**src/rtl/rvfi_trace_buffer_if.sv**
```systemverilog
// Bundle of retirement inputs, packet output handshake and status for
// rvfi_trace_buffer. Optional out_cycle exists only when
// RVFI_TRACE_TIMESTAMP_EN is defined.
interface rvfi_trace_buffer_if #(
    parameter int XLEN = 32,
    parameter int NRET = 1
);
    // Retirement side, one slot per lane
    logic [NRET-1:0]           ret_valid;
    logic [NRET-1:0][XLEN-1:0] ret_pc;
    logic [NRET-1:0][XLEN-1:0] ret_pc_nxt;
    logic [NRET-1:0][31:0]     ret_insn;
    logic [NRET-1:0]           ret_trap;
    logic [NRET-1:0][4:0]      ret_rd;
    logic [NRET-1:0][XLEN-1:0] ret_rd_val;
    logic [NRET-1:0]           ret_is_load;
    logic [NRET-1:0]           ret_is_store;
    logic [NRET-1:0][1:0]      ret_size;
    logic [NRET-1:0][XLEN-1:0] ret_addr;
    logic [NRET-1:0][XLEN-1:0] ret_wdata;
    logic [NRET-1:0][XLEN-1:0] ret_rdata;
    logic                      halt;

    // Packet output side
    logic                      out_valid;
    logic                      out_ready;
    logic [63:0]               out_order;
    logic [XLEN-1:0]           out_pc;
    logic [XLEN-1:0]           out_pc_nxt;
    logic [31:0]               out_insn;
    logic                      out_trap;
    logic [4:0]                out_rd_addr;
    logic [XLEN-1:0]           out_rd_wdata;
    logic [XLEN-1:0]           out_mem_addr;
    logic [XLEN/8-1:0]         out_mem_rmask;
    logic [XLEN/8-1:0]         out_mem_wmask;
    logic [XLEN-1:0]           out_mem_rdata;
    logic [XLEN-1:0]           out_mem_wdata;
`ifdef RVFI_TRACE_TIMESTAMP_EN
    logic [31:0]               out_cycle;
`endif

    // Status
    logic                      drained;
    logic                      ovf_sticky;
    logic [15:0]               ovf_count;

    // Core/bench side: drives retirements and out_ready
    modport master (
        output ret_valid, ret_pc, ret_pc_nxt, ret_insn, ret_trap, ret_rd,
               ret_rd_val, ret_is_load, ret_is_store, ret_size, ret_addr,
               ret_wdata, ret_rdata, halt, out_ready,
        input  out_valid, out_order, out_pc, out_pc_nxt, out_insn, out_trap,
               out_rd_addr, out_rd_wdata, out_mem_addr, out_mem_rmask,
               out_mem_wmask, out_mem_rdata, out_mem_wdata,
               drained, ovf_sticky, ovf_count
`ifdef RVFI_TRACE_TIMESTAMP_EN
        , input out_cycle
`endif
    );

    // Trace buffer side
    modport slave (
        input  ret_valid, ret_pc, ret_pc_nxt, ret_insn, ret_trap, ret_rd,
               ret_rd_val, ret_is_load, ret_is_store, ret_size, ret_addr,
               ret_wdata, ret_rdata, halt, out_ready,
        output out_valid, out_order, out_pc, out_pc_nxt, out_insn, out_trap,
               out_rd_addr, out_rd_wdata, out_mem_addr, out_mem_rmask,
               out_mem_wmask, out_mem_rdata, out_mem_wdata,
               drained, ovf_sticky, ovf_count
`ifdef RVFI_TRACE_TIMESTAMP_EN
        , output out_cycle
`endif
    );
endinterface

```
**src/rtl/rvfi_trace_buffer.sv**
```systemverilog
// RVFI retirement trace buffer: sanitises up to NRET retirements per cycle
// into trace packets, numbers them, and queues them in a DEPTH-entry FIFO.
// A retirement cycle that does not fit is dropped as a whole and counted.
// halt stops intake and tracks RUN -> DRAIN -> DONE as the FIFO empties.
// Optional build macro RVFI_TRACE_TIMESTAMP_EN adds a free-running cycle
// stamp to each packet (out_cycle).
module rvfi_trace_buffer #(
    parameter int XLEN  = 32,
    parameter int NRET  = 1,
    parameter int DEPTH = 8
) (
    input  logic               clk,
    input  logic               rst_n,
    rvfi_trace_buffer_if.slave bus
);
    localparam int AW = $clog2(DEPTH);
    localparam int CW = AW + 1;
    localparam int MW = XLEN / 8;

    typedef struct packed {
        logic [63:0]     order;
        logic [XLEN-1:0] pc;
        logic [XLEN-1:0] pc_nxt;
        logic [31:0]     insn;
        logic            trap;
        logic [4:0]      rd_addr;
        logic [XLEN-1:0] rd_wdata;
        logic [XLEN-1:0] mem_addr;
        logic [MW-1:0]   rmask;
        logic [MW-1:0]   wmask;
        logic [XLEN-1:0] rdata;
        logic [XLEN-1:0] wdata;
`ifdef RVFI_TRACE_TIMESTAMP_EN
        logic [31:0]     cycle;
`endif
    } pkt_t;

    typedef enum logic [1:0] {RUN, DRAIN, DONE} state_t;

    // Byte-lane mask for an access size; doubleword has no lanes on RV32
    function automatic logic [MW-1:0] size_mask(input logic [1:0] size);
        logic [7:0] m;
        case (size)
            2'd0:    m = 8'h01;
            2'd1:    m = 8'h03;
            2'd2:    m = 8'h0F;
            default: m = (XLEN == 64) ? 8'hFF : 8'h00;
        endcase
        return m[MW-1:0];
    endfunction

    state_t          state_q;
    logic            drained_q;
    logic [AW-1:0]   wptr_q, rptr_q;
    logic [CW-1:0]   cnt_q, cnt_d;
    logic [63:0]     order_q;
    logic            ovf_sticky_q;
    logic [15:0]     ovf_count_q;
    pkt_t            mem_q [DEPTH];

    pkt_t            lane_pkt [NRET];
    logic [AW-1:0]   lane_off [NRET];
    logic [CW-1:0]   n_valid;
    logic [CW-1:0]   free;
    logic            accept_en, ovf, push, pop;
    pkt_t            head;

`ifdef RVFI_TRACE_TIMESTAMP_EN
    logic [31:0]     cyc_q;

    // Free-running cycle stamp, wraps naturally at 2^32
    always_ff @(posedge clk or negedge rst_n) begin
        if (!rst_n) cyc_q <= '0;
        else        cyc_q <= cyc_q + 32'd1;
    end
`endif

    // Per-lane sanitised packet and its slot offset among this cycle's valid lanes
    always_comb begin
        n_valid = '0;
        for (int l = 0; l < NRET; l++) begin
            lane_off[l]          = n_valid[AW-1:0];
            lane_pkt[l]          = '0;
            lane_pkt[l].order    = order_q + 64'(n_valid);
            lane_pkt[l].pc       = bus.ret_pc[l];
            lane_pkt[l].pc_nxt   = bus.ret_pc_nxt[l];
            lane_pkt[l].insn     = bus.ret_insn[l];
            lane_pkt[l].trap     = bus.ret_trap[l];
            // A trapped instruction writes no register
            lane_pkt[l].rd_addr  = bus.ret_trap[l] ? 5'd0 : bus.ret_rd[l];
            lane_pkt[l].rd_wdata = (lane_pkt[l].rd_addr == 5'd0) ? '0 : bus.ret_rd_val[l];
            lane_pkt[l].rmask    = (bus.ret_is_load[l] && !bus.ret_trap[l])
                                   ? size_mask(bus.ret_size[l]) : '0;
            lane_pkt[l].wmask    = (bus.ret_is_store[l] && !bus.ret_trap[l])
                                   ? size_mask(bus.ret_size[l]) : '0;
            // Memory fields only carry meaning when some byte lane is active
            if ((lane_pkt[l].rmask | lane_pkt[l].wmask) != '0) begin
                lane_pkt[l].mem_addr = bus.ret_addr[l];
                lane_pkt[l].rdata    = bus.ret_rdata[l];
                lane_pkt[l].wdata    = bus.ret_wdata[l];
            end
`ifdef RVFI_TRACE_TIMESTAMP_EN
            lane_pkt[l].cycle    = cyc_q;
`endif
            if (bus.ret_valid[l]) n_valid = n_valid + CW'(1);
        end
    end

    // Admission uses start-of-cycle occupancy, so a same-cycle pop never makes room
    assign accept_en = (state_q == RUN) && !bus.halt;
    assign free      = CW'(DEPTH) - cnt_q;
    assign ovf       = accept_en && (n_valid > free);
    assign push      = accept_en && !ovf && (n_valid != '0);
    assign pop       = (cnt_q != '0) && bus.out_ready;
    assign cnt_d     = cnt_q + (push ? n_valid : '0) - CW'(pop);

    // Pointers, occupancy, order numbering and overflow bookkeeping
    always_ff @(posedge clk or negedge rst_n) begin
        if (!rst_n) begin
            wptr_q       <= '0;
            rptr_q       <= '0;
            cnt_q        <= '0;
            order_q      <= '0;
            ovf_sticky_q <= 1'b0;
            ovf_count_q  <= '0;
        end else begin
            cnt_q <= cnt_d;
            if (push) begin
                wptr_q  <= wptr_q + n_valid[AW-1:0];
                order_q <= order_q + 64'(n_valid);
            end
            if (pop) rptr_q <= rptr_q + AW'(1);
            if (ovf) begin
                ovf_sticky_q <= 1'b1;
                if (ovf_count_q != 16'hFFFF) ovf_count_q <= ovf_count_q + 16'd1;
            end
        end
    end

    // Packet storage; only occupied slots are ever presented, so no reset
    always_ff @(posedge clk) begin
        if (push) begin
            for (int l = 0; l < NRET; l++) begin
                if (bus.ret_valid[l]) mem_q[wptr_q + lane_off[l]] <= lane_pkt[l];
            end
        end
    end

    // Halt sequencing; drained is registered alongside the state
    always_ff @(posedge clk or negedge rst_n) begin
        if (!rst_n) begin
            state_q   <= RUN;
            drained_q <= 1'b0;
        end else begin
            case (state_q)
                RUN: begin
                    if (bus.halt) begin
                        if (cnt_q != '0) begin
                            state_q <= DRAIN;
                        end else begin
                            state_q   <= DONE;
                            drained_q <= 1'b1;
                        end
                    end
                end
                DRAIN: begin
                    if (!bus.halt) begin
                        state_q <= RUN;
                    end else if (cnt_d == '0) begin
                        state_q   <= DONE;
                        drained_q <= 1'b1;
                    end
                end
                DONE: begin
                    if (!bus.halt) begin
                        state_q   <= RUN;
                        drained_q <= 1'b0;
                    end
                end
                default: begin
                    state_q   <= RUN;
                    drained_q <= 1'b0;
                end
            endcase
        end
    end

    // Oldest entry, forced to zero while empty so outputs read 0 in reset too
    assign head = (cnt_q != '0) ? mem_q[rptr_q] : '0;

    assign bus.out_valid     = (cnt_q != '0);
    assign bus.out_order     = head.order;
    assign bus.out_pc        = head.pc;
    assign bus.out_pc_nxt    = head.pc_nxt;
    assign bus.out_insn      = head.insn;
    assign bus.out_trap      = head.trap;
    assign bus.out_rd_addr   = head.rd_addr;
    assign bus.out_rd_wdata  = head.rd_wdata;
    assign bus.out_mem_addr  = head.mem_addr;
    assign bus.out_mem_rmask = head.rmask;
    assign bus.out_mem_wmask = head.wmask;
    assign bus.out_mem_rdata = head.rdata;
    assign bus.out_mem_wdata = head.wdata;
`ifdef RVFI_TRACE_TIMESTAMP_EN
    assign bus.out_cycle     = head.cycle;
`endif
    assign bus.drained       = drained_q;
    assign bus.ovf_sticky    = ovf_sticky_q;
    assign bus.ovf_count     = ovf_count_q;
endmodule

```
**src/flat_wrapper.sv**
```systemverilog
// flat-port wrapper written by rule: the top's interface ports become plain ports
module rvfi_trace_buffer_flat 
#(
    parameter int XLEN  = 32,
    parameter int NRET  = 1,
    parameter int DEPTH = 8
)
  (clk, rst_n, bus_ret_valid, bus_ret_pc, bus_ret_pc_nxt, bus_ret_insn, bus_ret_trap, bus_ret_rd, bus_ret_rd_val, bus_ret_is_load, bus_ret_is_store, bus_ret_size, bus_ret_addr, bus_ret_wdata, bus_ret_rdata, bus_halt, bus_out_ready, bus_out_valid, bus_out_order, bus_out_pc, bus_out_pc_nxt, bus_out_insn, bus_out_trap, bus_out_rd_addr, bus_out_rd_wdata, bus_out_mem_addr, bus_out_mem_rmask, bus_out_mem_wmask, bus_out_mem_rdata, bus_out_mem_wdata, bus_drained, bus_ovf_sticky, bus_ovf_count);
  rvfi_trace_buffer_if #(.XLEN(XLEN), .NRET(NRET)) bus_i ();
  input  logic clk;
  input  logic rst_n;
  input wire logic [$bits(bus_i.ret_valid)-1:0] bus_ret_valid;
  input wire logic [$bits(bus_i.ret_pc)-1:0] bus_ret_pc;
  input wire logic [$bits(bus_i.ret_pc_nxt)-1:0] bus_ret_pc_nxt;
  input wire logic [$bits(bus_i.ret_insn)-1:0] bus_ret_insn;
  input wire logic [$bits(bus_i.ret_trap)-1:0] bus_ret_trap;
  input wire logic [$bits(bus_i.ret_rd)-1:0] bus_ret_rd;
  input wire logic [$bits(bus_i.ret_rd_val)-1:0] bus_ret_rd_val;
  input wire logic [$bits(bus_i.ret_is_load)-1:0] bus_ret_is_load;
  input wire logic [$bits(bus_i.ret_is_store)-1:0] bus_ret_is_store;
  input wire logic [$bits(bus_i.ret_size)-1:0] bus_ret_size;
  input wire logic [$bits(bus_i.ret_addr)-1:0] bus_ret_addr;
  input wire logic [$bits(bus_i.ret_wdata)-1:0] bus_ret_wdata;
  input wire logic [$bits(bus_i.ret_rdata)-1:0] bus_ret_rdata;
  input wire logic [$bits(bus_i.halt)-1:0] bus_halt;
  input wire logic [$bits(bus_i.out_ready)-1:0] bus_out_ready;
  output wire logic [$bits(bus_i.out_valid)-1:0] bus_out_valid;
  output wire logic [$bits(bus_i.out_order)-1:0] bus_out_order;
  output wire logic [$bits(bus_i.out_pc)-1:0] bus_out_pc;
  output wire logic [$bits(bus_i.out_pc_nxt)-1:0] bus_out_pc_nxt;
  output wire logic [$bits(bus_i.out_insn)-1:0] bus_out_insn;
  output wire logic [$bits(bus_i.out_trap)-1:0] bus_out_trap;
  output wire logic [$bits(bus_i.out_rd_addr)-1:0] bus_out_rd_addr;
  output wire logic [$bits(bus_i.out_rd_wdata)-1:0] bus_out_rd_wdata;
  output wire logic [$bits(bus_i.out_mem_addr)-1:0] bus_out_mem_addr;
  output wire logic [$bits(bus_i.out_mem_rmask)-1:0] bus_out_mem_rmask;
  output wire logic [$bits(bus_i.out_mem_wmask)-1:0] bus_out_mem_wmask;
  output wire logic [$bits(bus_i.out_mem_rdata)-1:0] bus_out_mem_rdata;
  output wire logic [$bits(bus_i.out_mem_wdata)-1:0] bus_out_mem_wdata;
  output wire logic [$bits(bus_i.drained)-1:0] bus_drained;
  output wire logic [$bits(bus_i.ovf_sticky)-1:0] bus_ovf_sticky;
  output wire logic [$bits(bus_i.ovf_count)-1:0] bus_ovf_count;
  assign bus_i.ret_valid = bus_ret_valid;
  assign bus_i.ret_pc = bus_ret_pc;
  assign bus_i.ret_pc_nxt = bus_ret_pc_nxt;
  assign bus_i.ret_insn = bus_ret_insn;
  assign bus_i.ret_trap = bus_ret_trap;
  assign bus_i.ret_rd = bus_ret_rd;
  assign bus_i.ret_rd_val = bus_ret_rd_val;
  assign bus_i.ret_is_load = bus_ret_is_load;
  assign bus_i.ret_is_store = bus_ret_is_store;
  assign bus_i.ret_size = bus_ret_size;
  assign bus_i.ret_addr = bus_ret_addr;
  assign bus_i.ret_wdata = bus_ret_wdata;
  assign bus_i.ret_rdata = bus_ret_rdata;
  assign bus_i.halt = bus_halt;
  assign bus_i.out_ready = bus_out_ready;
  assign bus_out_valid = bus_i.out_valid;
  assign bus_out_order = bus_i.out_order;
  assign bus_out_pc = bus_i.out_pc;
  assign bus_out_pc_nxt = bus_i.out_pc_nxt;
  assign bus_out_insn = bus_i.out_insn;
  assign bus_out_trap = bus_i.out_trap;
  assign bus_out_rd_addr = bus_i.out_rd_addr;
  assign bus_out_rd_wdata = bus_i.out_rd_wdata;
  assign bus_out_mem_addr = bus_i.out_mem_addr;
  assign bus_out_mem_rmask = bus_i.out_mem_rmask;
  assign bus_out_mem_wmask = bus_i.out_mem_wmask;
  assign bus_out_mem_rdata = bus_i.out_mem_rdata;
  assign bus_out_mem_wdata = bus_i.out_mem_wdata;
  assign bus_drained = bus_i.drained;
  assign bus_ovf_sticky = bus_i.ovf_sticky;
  assign bus_ovf_count = bus_i.ovf_count;
  rvfi_trace_buffer #(.XLEN(XLEN), .NRET(NRET), .DEPTH(DEPTH)) u_core (.clk(clk), .rst_n(rst_n), .bus(bus_i));
endmodule
```
**config.mk**
```make
export PLATFORM = sky130hd
export DESIGN_NAME = rvfi_trace_buffer_flat
export DESIGN_NICKNAME = d
export VERILOG_FILES = /design/src/rtl/rvfi_trace_buffer_if.sv /design/src/rtl/rvfi_trace_buffer.sv /design/src/flat_wrapper.sv
export SDC_FILE = /design/constraint.sdc
export NUM_CORES = 2
export LEC_CHECK = 0
export BUFFER_PORTS_ARGS = -buffer_cell sky130_fd_sc_hd__buf_2
export CAP_MARGIN = 25
export CORE_ASPECT_RATIO = 0.5
export CORE_MARGIN = 5
export CORE_UTILIZATION = 50
export CTS_CLUSTER_SIZE = 30
export DETAILED_ROUTE_END_ITERATION = 8
export PLACE_DENSITY_LB_ADDON = 0.05
export SYNTH_ARGS = -nofsm -noshare
export SYNTH_HDL_FRONTEND = slang
export SYNTH_SLANG_ARGS = --single-unit
```
**constraint.sdc**
```tcl
create_clock -name clk -period 69.8 [get_ports clk]
set_clock_uncertainty 0.05 [all_clocks]
set_input_delay 13.96 -clock clk [delete_from_list [all_inputs] [get_ports clk]]
set_output_delay 13.96 -clock clk [all_outputs]
set_load 0.1 [all_outputs]
```
### Yosys cells after proc, flatten, opt, wreduce, memory -nomap -nowiden

Memories as Yosys holds them, arrays and structs flattened.
Cells that the tools add are included.
Widths: inputs -> output; s select.

* add/subtract/negate cells: 7
* multipliers: 0
* divide/modulo/power cells: 0
* magnitude comparators: 1
* equal/unequal tests: 11
* shift operators: 0
* multiplexer cells: 25
* bitwise logic cells: 1
* reduce and logical (&&, ||, !) cells: 20

Operator list (count)
* $mux 302: 1
* $add 64x1->64: 1
* $mux 32: 2
* $mux 64: 1
* $add 16x1->16 const B: 1
* $ne 16x16->1 const B: 1
* $pmux 4 s3: 1
* $reduce_bool 4->1: 3
* $mux 1: 10
* $mux 2: 5
* $mux 4: 2
* $ne 2x2->1 const B: 4
* $logic_and 1x1->1: 7
* $pmux 2 s3: 1
* $logic_not 5->1: 1
* $mux 5: 1
* $reduce_and 5->1: 1
* $add 4x4->4: 1
* $eq 2x1->1 const B: 2
* $eq 2x2->1 const B: 2
* $gt 1x4->1: 1
* $logic_not 2->1: 2
* $logic_not 4->1: 1
* $or 4x4->4: 1
* other kinds (10): 12

* flip-flop bits (word level): 94
* bits in latches: 0
* bits in writable memories: 2416
* bits in read-only memories: 0
* input bits: 239
* output and inout bits: 321
* word-level logic and storage cells: 74
* memories kept: 1

Memory list
* u_core.mem_q: depth 8, width 302, rd ports 1, clocked after memory_dff 0, wr ports 1, line rvfi_trace_buffer.sv:59 `pkt_t mem_q [DEPTH];`

### Logic depth before layout (Yosys ltp)

* word-level depth: 13
* gate-level depth with buffers: 16
* depth with buffers taken out: 15

### Worst setup path after synthesis

No wires, ideal clock.

* kind: input -> register
* from: in bus_halt
* to: mem u_core.mem_q[2][0] in the netlist's numbering (enable)
* library setup time: 1.801 ns
* arrival time: 45.493 ns
* required time: 67.949 ns
* setup slack: 22.456 ns
* stages: 6
* buffers on the path: 2
* cell sequence: or3_4 > or2_4 > a21o_1 > buf_6 > buf_6 > nor4b_1

* cells in the longest elaborated chain, start to end: 8

RTL lines
* from (decl): line flat_wrapper.sv:25 `input wire logic [$bits(bus_i.halt)-1:0] bus_halt;`
* $logic_not 1->1 *: line rvfi_trace_buffer.sv:110 `assign accept_en = (state_q == RUN) && !bus.halt;`
* $logic_and 1x1->1 *: line rvfi_trace_buffer.sv:110
* $logic_and 1x1->1: line rvfi_trace_buffer.sv:112 `assign ovf = accept_en && (n_valid > free);`
* $logic_not 1->1: line rvfi_trace_buffer.sv:113 `assign push = accept_en && !ovf && (n_valid != '0);`
* $logic_and 1x1->1 * (2 in a row): line rvfi_trace_buffer.sv:113
* $mux 1 *: line rvfi_trace_buffer.sv:142 `if (push) begin`
* $mux 1 (not written as such) *: line rvfi_trace_buffer.sv:144 `if (bus.ret_valid[l]) mem_q[wptr_q + lane_off[l]] <= lane_pkt[l];`
* to (decl): line rvfi_trace_buffer.sv:59

Every way passes the cells marked *; elsewhere a longest branch is shown, timed or not.

### Final worst setup path

* from: reg u_core.rptr_q[0]
* to: out bus_out_insn[26]

* cells in the longest elaborated chain, start to end: 2

RTL lines
* from (decl): line rvfi_trace_buffer.sv:54 `logic [AW-1:0] wptr_q, rptr_q;`
* from (signal assigned): line rvfi_trace_buffer.sv:132 `if (pop) rptr_q <= rptr_q + AW'(1);`
* $mem_v2 8x302
* $mux 302: line rvfi_trace_buffer.sv:189 `assign head = (cnt_q != '0) ? mem_q[rptr_q] : '0;`
* to (decl): line flat_wrapper.sv:31 `output wire logic [$bits(bus_i.out_insn)-1:0] bus_out_insn;`

No other way between the ends.

==> impl_results.md <==
* Worst hold path class: flop to flop
* Post-synth ARST share at 0.03769
* Worst EP required at 55790 ps
* Slowest cell delay on critical path at approximately 710 ps
* Min setup slack post-route at 50670 ps
* Layout cells sized above 1 at 0.3001
* Drt wl/cell at 27.94 um
* Total setup buffers inserted after CTS at 0
* Total number of vias at 44980
* WL final at 217100 um
* WP data arrival at 5120 ps
* ANT nets after route at 0
* Setup_tns at 0 ps
* RSZ-0062 raised after global routing: no
* Final Critical Period at ~19000 ps
* CTS tree: done
* Setup-failing EPs final at 0
* # fillers at 14240
* Cts hold-fix bufs at 0
* Max-cap viol count at 0
* Final Cycle Share at 0.2740
* GR peak layer: met2
* Worst path bufs/invs at 4
* Post-synth cell types at 50
* Nets at 5313
* Nature of the critical path startpoint: flop
* Die Area at 202200 um^2
* Crit Path Category: flop to primary output
* GR Util met3 at 0.03229
* Syn-to-layout area delta at 13.26%
* Relative slew margins at 0.2701
* Register area share after synthesis at 0.7721
* Largest net degree at the start of global routing at 139
* CTS resizes at 0
* Clock transition at path regs at approximately 60 ps
* # IOs at 560
* Crit-path max FO at 111
* Initial antenna violation count at 29
* Fin. max-slew vios at 0
* HPWL after DPL at between 100000 and 150000 um
* Sink Count at about 2500
* Clk buf depth at 4
* Maximum clock rate at 52.29 MHz
* Clock Tree Root: clkbuf_16
* Initial drt markers at 3597
* FP Rows at 113
* Width of the die at 630.9 um
* DRC viols at 0
* Vias in the first global route at 48710
* Pre-CTS WS at slightly above 50000 ps
* Die H at between 300 and 400 um
* Drt pass-1 iters at 5
* Mapped Cells at between 4000 and 5000
* Core area at 190700 um^2
* Met2 GRT Util at 0.3665
* Avg Inst Size Synth at 21.81 um^2
* GPL Wtd Cong at 0.7215
* Cell mode on critical path: buf_12
* Post-synth EDFFs at 2400
* Worst Setup End Kind: primary output
* Synthesized Nets at 4675
* Kind of cell adding the most delay to the critical path: buffers and inverters
* Main synth FF type: edfxtp_1
* Status: completed
* GR Layer Usage met1 at 0.2887
* Placed Cells incl. Taps at 7359
* CP Cell Sequence: buf_16 > buf_12 > buf_12 > mux4_2 > mux2i_1 > nor2_1 > buf_2
* Hold Worst Slack at ~430 ps
* Reg2Reg Setup Slack at 65020 ps
* Buffers on Ports at 559
* Critical Path Slowest Stage Cell: dfrtp_4
* CTS H-tree depth at 4
* Total GRT Usage at 0.2132
* Post-Layout Cell Count at 7770
* Routed vias/inst at 5.789
* Top cell type's share of synthesized area at 0.7477
* Cell taking the most area after synthesis: edfxtp_1
* Number of synthesized register bits at 2494
* Mapped Area at 96390 um^2
* Synth top area cells: edfxtp_1 75%, mux4_2 14%, mux2i_1 3.1%
* CTS Buf Count at around 220
* Ys Warns at 0
* Slew @ Worst Pin at between 1000 and 1500 ps
* Worst skew pair latency at 840 ps
* GR Overflow Total at 0
* Global-route wire length before repair at approximately 320000 um
* Starting density of the core at 0.5054
* Final Hold Viols at 0
-- stage by stage --
step / cell area, um^2 / util
floorplan: 96390 / -
finish: 109200 / 0.5724
global route: 109200 / 0.5723
global placement: 102200 / 0.5356
detailed placement: 102200 / 0.5361
CTS: 109000 / 0.5715
-- routing by layer --
metal	share of wire	vias up	wire, um
met5	0.00017	-	37
met4	0.025	6	5499
met3	0.043	331	9384
met2	0.51	1011	111400
met1	0.42	24230	90740
li1	-	19410	-
-- flip-flops by register name (all words and copies together), names as in the netlist --
register / flops
u_core.bus.drained: 1
u_core.bus.ovf_count: 16
u_core.bus.ovf_sticky: 1
u_core.cnt_q: 4
u_core.mem_q: 2400
u_core.order_q: 64
u_core.rptr_q: 3
u_core.state_q: 2
u_core.wptr_q: 3
-- cells in the final DEF, fill, tap and decap left out, types with 6 or more instances in the layout --
cell | synthesis | layout
and2_1 | 132 | 131
and3_1 | 14 | 14
and4_1 | 8 | 8
buf_12 | 0 | 11
buf_16 | 0 | 8
buf_2 | 61 | 558
buf_4 | 3 | 65
bufinv_16 | 0 | 14
clkbuf_1 | 115 | 62
clkbuf_16 | 0 | 225
clkinv_1 | 0 | 50
clkinv_2 | 0 | 32
dfrtp_1 | 94 | 91
diode_2 | 0 | 11
edfxtp_1 | 2400 | 2400
ha_1 | 16 | 16
inv_1 | 22 | 22
mux2i_1 | 300 | 300
mux4_2 | 600 | 600
nand2_1 | 41 | 41
nand3_1 | 27 | 27
nand4_1 | 36 | 36
nor2_1 | 329 | 329
nor2b_1 | 6 | 6
nor3_1 | 19 | 17
nor3_2 | 11 | 13
nor4_1 | 12 | 10
nor4_2 | 5 | 7
xnor2_1 | 37 | 37
xor2_1 | 46 | 46
-- cells in the mapped netlist (22+ instances only) --
library cell,instances
xor2_1,46
inv_1,22
buf_1,44
nand2_1,41
clkbuf_1,115
nor2_1,329
mux4_2,600
nand4_1,36
dfrtp_1,94
buf_2,61
and2_1,132
nand3_1,27
mux2i_1,300
edfxtp_1,2400
xnor2_1,37
-- layout make-up --
| class | instances | area (um^2) | area share |
|---|---|---|---|
| Timing Repair Buffer | 643 | 3732 | 0.03419 |
| Tap cell | 2530 | 3166 | 0.02900 |
| Clock inverter | 103 | 828.3 | 0.007587 |
| Multi-Input combinational cell | 1675 | 20970 | 0.1921 |
| Antenna cell | 11 | 27.53 | 0.0002521 |
| Inverter | 22 | 82.58 | 0.0007564 |
| Clock buffer | 292 | 5932 | 0.05434 |
| Sequential cell | 2494 | 74430 | 0.6818 |
-- cell families after synthesis --
family / count (synthesis) / share of synthesized area
AOI/OAI and AO/OA: 14 / 0.001350
xor gates and xnor gates: 83 / 0.007542
adders and majority gates: 17 / 0.002285
buffers and inverters: 250 / 0.01103
DFF: 2494 / 0.7721
muxes: 903 / 0.1717
and+or+nand+nor: 658 / 0.03402
-- worst paths after layout --
kind,start,cells past startpoint,end
max,u_core.rptr_q[0],7,bus_out_insn[26]
min,u_core.bus.ovf_sticky,1,u_core.bus.ovf_sticky
max reg2reg,u_core.cnt_q[1],9,u_core.mem_q[4][210]
min reg2reg,u_core.bus.ovf_sticky,1,u_core.bus.ovf_sticky
max in group asynchronous,rst_n,3,u_core.rptr_q[0]
min in group asynchronous,rst_n,1,u_core.bus.ovf_count[12]
Power is left out: the tool's default activity adds up to more than one toggle a clock period on the data nets, which glitch-free logic cannot reach.
